==> config.mk <==
export PLATFORM = sky130hd
export DESIGN_NAME = apb_arb_master
export DESIGN_NICKNAME = d
export VERILOG_FILES = /design/src/rtl/apb_arb_master.sv
export SDC_FILE = /design/constraint.sdc
export NUM_CORES = 1
export LEC_CHECK = 0
export CORE_MARGIN = 1
export CORE_UTILIZATION = 41
export CTS_CLUSTER_DIAMETER = 60
export CTS_CLUSTER_SIZE = 25
export DETAILED_ROUTE_END_ITERATION = 7
export HOLD_SLACK_MARGIN = 0.12
export PLACE_DENSITY = 0.86
export SYNTH_ARGS = -nofsm -noshare
export SYNTH_HDL_FRONTEND = slang
export SYNTH_SLANG_ARGS = --single-unit
==> constraint.sdc <==
create_clock -name clk -period 2.8 [get_ports clk]
set_input_delay 0.42 -clock clk [delete_from_list [all_inputs] [get_ports clk]]
set_output_delay 0.42 -clock clk [all_outputs]
set_load 0.01 [all_outputs]
==> src/rtl/apb_arb_master.sv <==
// rtl/apb_arb_master.sv - two-requester round-robin APB master with access timeout
module apb_arb_master #(
  parameter int ADDR_WIDTH = 8,
  parameter int DATA_WIDTH = 8,
  parameter int TIMEOUT    = 16
) (
  input  logic                    clk,
  input  logic                    rst_n,
  input  logic [1:0]              req_valid,
  input  logic [1:0]              req_write,
  input  logic [2*ADDR_WIDTH-1:0] req_addr,
  input  logic [2*DATA_WIDTH-1:0] req_wdata,
  output logic [1:0]              req_ack,
  output logic [1:0]              rsp_valid,
  output logic [DATA_WIDTH-1:0]   rsp_rdata,
  output logic                    rsp_err,
  output logic                    psel,
  output logic                    penable,
  output logic                    pwrite,
  output logic                    pstrb,
  output logic [ADDR_WIDTH-1:0]   paddr,
  output logic [DATA_WIDTH-1:0]   pwdata,
  input  logic [DATA_WIDTH-1:0]   prdata,
  input  logic                    pready,
  input  logic                    pslverr
);

  localparam int CW = $clog2(TIMEOUT + 1);

  typedef enum logic [1:0] {
    IDLE   = 2'd0,
    SETUP  = 2'd1,
    ACCESS = 2'd2
  } state_e;

  state_e                state_q, state_d;
  logic [CW-1:0]         cnt_q, cnt_d;
  logic                  last_q, last_d;
  logic                  gnt_q, gnt_d;
  logic                  psel_q, psel_d;
  logic                  penable_q, penable_d;
  logic                  pwrite_q, pwrite_d;
  logic                  pstrb_q, pstrb_d;
  logic [ADDR_WIDTH-1:0] paddr_q, paddr_d;
  logic [DATA_WIDTH-1:0] pwdata_q, pwdata_d;
  logic [1:0]            req_ack_q, req_ack_d;
  logic [1:0]            rsp_valid_q, rsp_valid_d;
  logic [DATA_WIDTH-1:0] rsp_rdata_q, rsp_rdata_d;
  logic                  rsp_err_q, rsp_err_d;

  logic                  any_req;
  logic                  win;
  logic                  win_write;
  logic [ADDR_WIDTH-1:0] win_addr;
  logic [DATA_WIDTH-1:0] win_wdata;
  logic                  timeout_hit;

  // Contention goes to whoever was not served last; a lone requester always wins.
  assign any_req     = |req_valid;
  assign win         = (req_valid == 2'b11) ? ~last_q : req_valid[1];
  assign win_write   = win ? req_write[1] : req_write[0];
  assign win_addr    = win ? req_addr[2*ADDR_WIDTH-1:ADDR_WIDTH] : req_addr[ADDR_WIDTH-1:0];
  assign win_wdata   = win ? req_wdata[2*DATA_WIDTH-1:DATA_WIDTH] : req_wdata[DATA_WIDTH-1:0];
  // cnt_q counts ACCESS cycles already spent, so this is the last allowed wait cycle.
  assign timeout_hit = !pready && (cnt_q == CW'(TIMEOUT - 1));

  // State register; reset abandons any transfer in flight.
  always_ff @(posedge clk or negedge rst_n) begin
    if (!rst_n) begin
      state_q <= IDLE;
    end else begin
      state_q <= state_d;
    end
  end

  // Next-state: one SETUP cycle, ACCESS until pready or timeout, back to IDLE.
  always_comb begin
    state_d = state_q;
    case (state_q)
      IDLE:    if (any_req) state_d = SETUP;
      SETUP:   state_d = ACCESS;
      ACCESS:  if (pready || timeout_hit) state_d = IDLE;
      default: state_d = IDLE;
    endcase
  end

  // Output and datapath next values; everything leaving the block is registered.
  always_comb begin
    cnt_d       = cnt_q;
    last_d      = last_q;
    gnt_d       = gnt_q;
    psel_d      = psel_q;
    penable_d   = penable_q;
    pwrite_d    = pwrite_q;
    pstrb_d     = pstrb_q;
    paddr_d     = paddr_q;
    pwdata_d    = pwdata_q;
    req_ack_d   = 2'b00;
    rsp_valid_d = 2'b00;
    rsp_rdata_d = rsp_rdata_q;
    rsp_err_d   = rsp_err_q;
    case (state_q)
      IDLE: begin
        if (any_req) begin
          gnt_d     = win;
          last_d    = win;
          cnt_d     = '0;
          psel_d    = 1'b1;
          penable_d = 1'b0;
          pwrite_d  = win_write;
          pstrb_d   = win_write;
          paddr_d   = win_addr;
          pwdata_d  = win_write ? win_wdata : '0;
          req_ack_d = {win, ~win};
        end
      end
      SETUP: begin
        penable_d = 1'b1;
        cnt_d     = '0;
      end
      ACCESS: begin
        if (pready) begin
          psel_d      = 1'b0;
          penable_d   = 1'b0;
          rsp_valid_d = {gnt_q, ~gnt_q};
          rsp_rdata_d = pwrite_q ? '0 : prdata;
          rsp_err_d   = pslverr;
        end else if (timeout_hit) begin
          psel_d      = 1'b0;
          penable_d   = 1'b0;
          rsp_valid_d = {gnt_q, ~gnt_q};
          rsp_rdata_d = '0;
          rsp_err_d   = 1'b1;
        end else if (cnt_q != CW'(TIMEOUT)) begin
          cnt_d = cnt_q + CW'(1);
        end
      end
      default: begin
        psel_d    = 1'b0;
        penable_d = 1'b0;
      end
    endcase
  end

  // Datapath and output registers, cleared asynchronously on reset.
  always_ff @(posedge clk or negedge rst_n) begin
    if (!rst_n) begin
      cnt_q       <= '0;
      last_q      <= 1'b1;
      gnt_q       <= 1'b0;
      psel_q      <= 1'b0;
      penable_q   <= 1'b0;
      pwrite_q    <= 1'b0;
      pstrb_q     <= 1'b0;
      paddr_q     <= '0;
      pwdata_q    <= '0;
      req_ack_q   <= 2'b00;
      rsp_valid_q <= 2'b00;
      rsp_rdata_q <= '0;
      rsp_err_q   <= 1'b0;
    end else begin
      cnt_q       <= cnt_d;
      last_q      <= last_d;
      gnt_q       <= gnt_d;
      psel_q      <= psel_d;
      penable_q   <= penable_d;
      pwrite_q    <= pwrite_d;
      pstrb_q     <= pstrb_d;
      paddr_q     <= paddr_d;
      pwdata_q    <= pwdata_d;
      req_ack_q   <= req_ack_d;
      rsp_valid_q <= rsp_valid_d;
      rsp_rdata_q <= rsp_rdata_d;
      rsp_err_q   <= rsp_err_d;
    end
  end

  assign psel      = psel_q;
  assign penable   = penable_q;
  assign pwrite    = pwrite_q;
  assign pstrb     = pstrb_q;
  assign paddr     = paddr_q;
  assign pwdata    = pwdata_q;
  assign req_ack   = req_ack_q;
  assign rsp_valid = rsp_valid_q;
  assign rsp_rdata = rsp_rdata_q;
  assign rsp_err   = rsp_err_q;

endmodule

==> results of run 1 <==
[routing by layer]
metal  up-vias  routed length, um  global-route usage
li1        715                  -                   -
met1       726               1740               0.227
met2        50               2030               0.294
met3         6                244              0.0543
met4         0                 38              0.0599
met5         -                  0                   0
[path summary, 6_finish.rpt]
check / startpoint / endpoint / slack [ns] / depth (start not counted)
max reg2reg: cnt_q[0] / cnt_q[4] / 0.48 / 6
min in group clk: gnt_q / rsp_valid[0] / 0.45 / 1
max: cnt_q[0] / cnt_q[4] / 0.48 / 6
min reg2reg: gnt_q / rsp_valid[0] / 0.45 / 1
min: rst_n / rsp_rdata[4] / 0.25 / 1
max in group asynchronous: rst_n / gnt_q / 2.02 / 1
[stage by stage]
step	hold WS [ns]	total power, uW	cells
after floorplan	0.124	1600	150
after global placement	0.446	2210	275
after detailed placement	0.448	2230	275
after CTS	0.273	2630	283
after global routing	0.323	2790	283
final	0.247	2600	283
[state kept, by name, indices dropped and copies added (netlist names)]
signal	flops
rsp_err	1
rsp_valid	2
state_q	2
req_ack	2
last_q	1
paddr	8
cnt_q	5
gnt_q	1
rsp_rdata	8
psel	1
pwdata	8
pstrb	1
[layout make-up]
type / instances / area (um^2) / area share
clock buffer: 8 / 90.1 / 0.0327
timing repair buffer: 83 / 818 / 0.297
inverter: 7 / 26.3 / 0.00955
sequential: 40 / 1000 / 0.364
tap: 50 / 62.6 / 0.0227
multi-input combinational: 95 / 752 / 0.273
[worst max-delay path, cell delays in order (launching register included)]
cell and delay (ns):
dfrtp_1 0.41, ha_1 0.23, and3_1 0.19, ha_1 0.21, or4b_4 0.53, o22ai_2 0.28, mux2_2 0.36
[logic make-up after synthesis]
family,Yosys count,synth area share
AND/OR/NAND/NOR,40,0.133
flip-flops,40,0.550
AO/OA/AOI/OAI,36,0.163
multiplexers,16,0.0927
buffers and inverters,15,0.0412
adder cells (fa/ha/maj),3,0.0206
[synth_stat cells, drive strengths merged]
master,number,area [um^2]
nand2b,1,6.26
mux2,7,78.8
and3,7,43.8
nor4,1,12.5
ha,3,37.5
nor4bb,1,10.0
clkbuf,2,7.51
o31ai,1,7.51
dfrtp,39,976
or4b,1,13.8
o21ai,5,25.0
and2,10,62.6
o211ai,1,7.51
a21boi,1,7.51
nand3,3,15.0
nor2b,1,6.26
dfstp,1,26.3
nor3b,1,7.51
o21a,1,7.51
mux2i,9,90.1
o22ai,1,12.5
nand3b,1,7.51
a22o,8,70.1
or3,1,6.26
buf,6,41.3
a221o,6,60.1
nor2,7,26.3
nor3,1,5.00
o2bb2ai,8,70.1
or4,1,7.51
inv,7,26.3
a2bb2oi,1,8.76
nand2,3,11.3
a21o,2,15.0
a21oi,1,5.00
[power groups by stage]
stage / Clock (uW) / Sequential [uW] / Combinational (uW)
2_1_floorplan: 0 / 1080 / 523
6_report: 385 / 1020 / 1200
3_5_place_dp: 0 / 1030 / 1210
4_1_cts: 397 / 1020 / 1210
5_1_grt: 426 / 1060 / 1300
3_3_place_gp: 0 / 1030 / 1180
==> results_dict.tcl, run 1 <==
set metrics [dict create \
    status "completed" \
    first_iter_violations 57 \
    cts_setup_buffers 0 \
    syn-num-nets 201 \
    postCtsResizedCells 0 \
    globalplace.congestion 0.929 \
    drive_gt1_frac 0.0987 \
    die_y_um 68.7 \
    clkSinkCount 40 \
    yosysSeqAreaShare 0.550 \
    swShare 0.327 \
    period_share 0.830 \
    cp_max_fo 6 \
    grt_pass1_wl_um 6240 \
    io_pins 81 \
    tns_ns 0 \
    grt_usage 0.181 \
    dpl.hpwl_um 3030 \
    viasPerCell 5.29 \
    ir_worst_vdd_mv 0.436 \
    p_sw_uw 852 \
    hold_viol 0 \
    wirelength_um 4060 \
    hold_buffers 0 \
    cts_buffers 5 \
    drt_pass1_iterations 4 \
    period_needed_ns 2.32 \
    postLayoutCoreUtil 0.664 \
    core.rowCount 23 \
    finalWorstSetupSlack_ns 0.476 \
    p_leak_uw 0.00121 \
    ys_warn_count 0 \
    h-tree-depth 2 \
    fmax_mhz 430 \
    grt_pass1_vias 1372 \
    internal_power_uw 1750 \
    cp.required_ns 2.97 \
    hp-class "input pin to asynchronous set/reset pin" \
    area_delta_synth_final_pct 51.0 \
    max-slew-margin-rel 0.428 \
    overflow 0 \
    insertion_delay_ns 0.28 \
    layout_common_cells "clkdlybuf4s50_1 (79), dfrtp_1 (39), and2_1 (10)" \
    cts_tree "yes" \
    fin_nets 283 \
    rsz0062_at_grt "no" \
    synth-seq-cells 40 \
    num_antenna_cells 0 \
    place_ws_ns 0.505 \
    die_area_um2 4710 \
    drv_cap 0 \
    criticalPathCategory "flip-flop to flip-flop" \
    post_synth.cell_area_avg_um2 12.1 \
    cts-root-buf "clkbuf_8" \
    ant_nets 0 \
    pwr-share-seq 0.393 \
    slew_viol_final 0 \
    antenna_found_initial 0 \
    syn_area_um2 1820 \
    synth.distinct_cells 38 \
    initial_core_util 0.440 \
    grt_max_degree 41 \
    pwr-share-comb 0.459 \
    p_per_area_nw_per_um2 947 \
    fin_skew_ns 0.00396 \
    cts.reportedPaths.clkPinSlew_ns 0.07 \
    die_w_um 68.7 \
    wl_per_cell_um 14.3 \
    synthCells 150 \
    clk_path_buf_depth 2 \
    core_um2 4140 \
    clock_power_share 0.148 \
    start_kind "flip-flop" \
    cp.arrival_ns 2.50 \
    fill_cells 334 \
    tightest_slew_ns 0.858 \
    final_common_cell "clkdlybuf4s50_1" \
    io_buffers 80 \
    final_cell_area_um2 2750 \
    finalSetupViolCount 0 \
    worstSetupEndpointType "flip-flop" \
    placement.cell_area_um2 2660 \
    drc_errors 0 \
    vias 1497 \
]
Note: power is estimated with default switching activity, not from simulation.
==> run 2, diff against run 1 <==
CORE_UTILIZATION = 37   (was 41)
PLACE_DENSITY = 0.82   (was 0.86)
clock period = 2 ns   (was 2.8 ns; I/O delays follow)
==> run 2 against run 1 <==
  * The flow now finishes with violations (negative setup slack)
  * Via count increased by 3.1%
  * Sequential power is 35% higher
  * Sequential share of layout area fell by 2.4 points
  * Clock skew increased by 0.0015 ns
  * Register-to-register slack worse by 0.52 ns
==> results_dict.tcl, run 2 (synthesis results as in run 1) <==
set metrics [dict create \
    status "finished with violations" \
    violations "negative setup slack" \
    grt_pass1_vias 1497 \
    finalSetupViolCount 2 \
    internal_power_uw 2550 \
    dp_cells 309 \
    criticalPathCategory "flip-flop to flip-flop" \
    fill_cells 376 \
    globalplace.congestion 0.907 \
    initial_core_util 0.386 \
    swShare 0.329 \
    cts.reportedPaths.clkPinSlew_ns 0.08 \
    start_kind "flip-flop" \
    layout_common_cells "clkdlybuf4s50_1 (79), dfrtp_1 (39), buf_4 (23)" \
    period_needed_ns 2.04 \
    hp-class "input pin to asynchronous set/reset pin" \
    pwr-share-seq 0.364 \
    overflow 0 \
    cp_max_fo 6 \
    io_pins 81 \
    h-tree-depth 2 \
    grt_usage 0.179 \
    clkSinkCount 40 \
    cts-root-buf "clkbuf_8" \
    fmax_mhz 490 \
    clk_path_buf_depth 2 \
    drc_errors 0 \
    viasPerCell 4.82 \
    grt_pass1_wl_um 7040 \
    fin_skew_ns 0.00547 \
    final_cells 320 \
    regToRegStartpoint "cnt_q[0]" \
    fin_nets 303 \
    critical-path-slowest-cell "or4b_4" \
    pwr-share-comb 0.499 \
    register_area_um2 1000 \
    ir_worst_vdd_mv 0.470 \
    rsz0062_at_grt "yes" \
    grt_max_degree 41 \
    worstSetupEndpointType "flip-flop" \
    drv_cap 0 \
    drt_pass1_iterations 4 \
    hold_buffers 0 \
    p_sw_uw 1250 \
    multi_input_area_um2 783 \
    critPathMaxStageDelay_ns 0.54 \
    dpl.hpwl_um 3230 \
    clock_power_share 0.136 \
    num_antenna_cells 0 \
    finalWorstSetupSlack_ns -0.0422 \
    drive_gt1_frac 0.182 \
    p_per_area_nw_per_um2 1290 \
    die_y_um 72.2 \
    core.rowCount 25 \
    ant_nets 0 \
    cts_buffers 5 \
    tightest_slew_ns 0.872 \
    cp.arrival_ns 2.22 \
    io_buffers 80 \
    cts_tree "yes" \
    crit_path_start "cnt_q[0]" \
    max-slew-margin-rel 0.419 \
    vias 1543 \
    crit_chain "ha_2, and3_4, ha_4, or4b_4, o22ai_4, mux2_4" \
    hold_viol 0 \
    area_delta_synth_final_pct 61.7 \
    slew_viol_final 0 \
    first_iter_violations 27 \
    cp.required_ns 2.18 \
    core_um2 4720 \
    period_share 1.02 \
    die_area_um2 5210 \
    antenna_found_initial 0 \
    p_leak_uw 0.00131 \
    totalPowerFinal_uw 3790 \
    insertion_delay_ns 0.29 \
    wirelength_um 4430 \
    die_w_um 72.2 \
    final_common_cell "clkdlybuf4s50_1" \
    postCtsResizedCells 0 \
    wl_per_cell_um 13.9 \
]
run 2: stage by stage:
stage / utilization / setup TNS, ns / setup slack (ns) / area (um^2) / hold slack (ns)
6_report: 0.624 / -0.0534 / -0.0422 / 2950 / 0.125
5_1_grt: 0.624 / -0.243 / -0.0914 / 2950 / 0.199
4_1_cts: 0.624 / -0.0323 / -0.0291 / 2950 / 0.152
3_5_place_dp: 0.602 / -0.135 / -0.0734 / 2840 / 0.462
3_3_place_gp: 0.602 / -0.0399 / -0.0399 / 2840 / 0.447
2_1_floorplan: - / -0.0786 / -0.0786 / 1850 / 0.00441
run 2: routing by layer:
metal,track usage,up-vias,part of all wire
met5,0,-,0
met4,0.0654,0,0.013
met3,0.0514,6,0.049
met2,0.276,47,0.48
met1,0.239,736,0.45
li1,-,754,-
run 2: cell type report:
type,instances,share of cell area
clock inverter,1,0.00170
sequential,40,0.340
tap,67,0.0285
timing repair buffer,103,0.329
clock buffer,7,0.0259
inverter,7,0.00892
multi-input combinational,95,0.266
run 2: repair_timing:
item | in CTS | in global routing
setup buffers | 3 | 0
endpoints found under the hold margin | 0 | 0
setup endpoints to repair | 4 | 4
pin swaps | 5 | 0
run 2: worst max-delay path: cells and delay by family, from the launching register on:
kind                     cells  cell delay (ns)
AO/OA/AOI/OAI                1             0.21
adder cells (fa/ha/maj)      2             0.34
flip-flops                   1             0.39
multiplexers                 1             0.31
AND/OR/NAND/NOR              2             0.69
run 2: power groups by stage:
stage | clock network (uW) | logic (uW) | registers [uW]
finish | 517 | 1900 | 1380
global route | 566 | 2050 | 1420
CTS | 530 | 1910 | 1380
detailed placement | 0 | 1880 | 1390
global placement | 0 | 1850 | 1390
floorplan | 0 | 747 | 1520
run 2: worst paths after layout:
check                                    end  slack, ns  depth (start not counted)
worst max register to register      cnt_q[4]      -0.04                          6
worst min-delay path            rsp_rdata[0]       0.13                          1
min in group clk                rsp_valid[0]       0.48                          1
max in group asynchronous           paddr[2]       1.33                          1
worst min register to register  rsp_valid[0]       0.48                          1
worst max-delay path                cnt_q[4]      -0.04                          6
==> run 3, diff against run 2 <==
CTS_CLUSTER_DIAMETER = 200   (was 60)
==> results of run 3 <==
The final DEF is identical to that of run 2; final timing and power are the same.
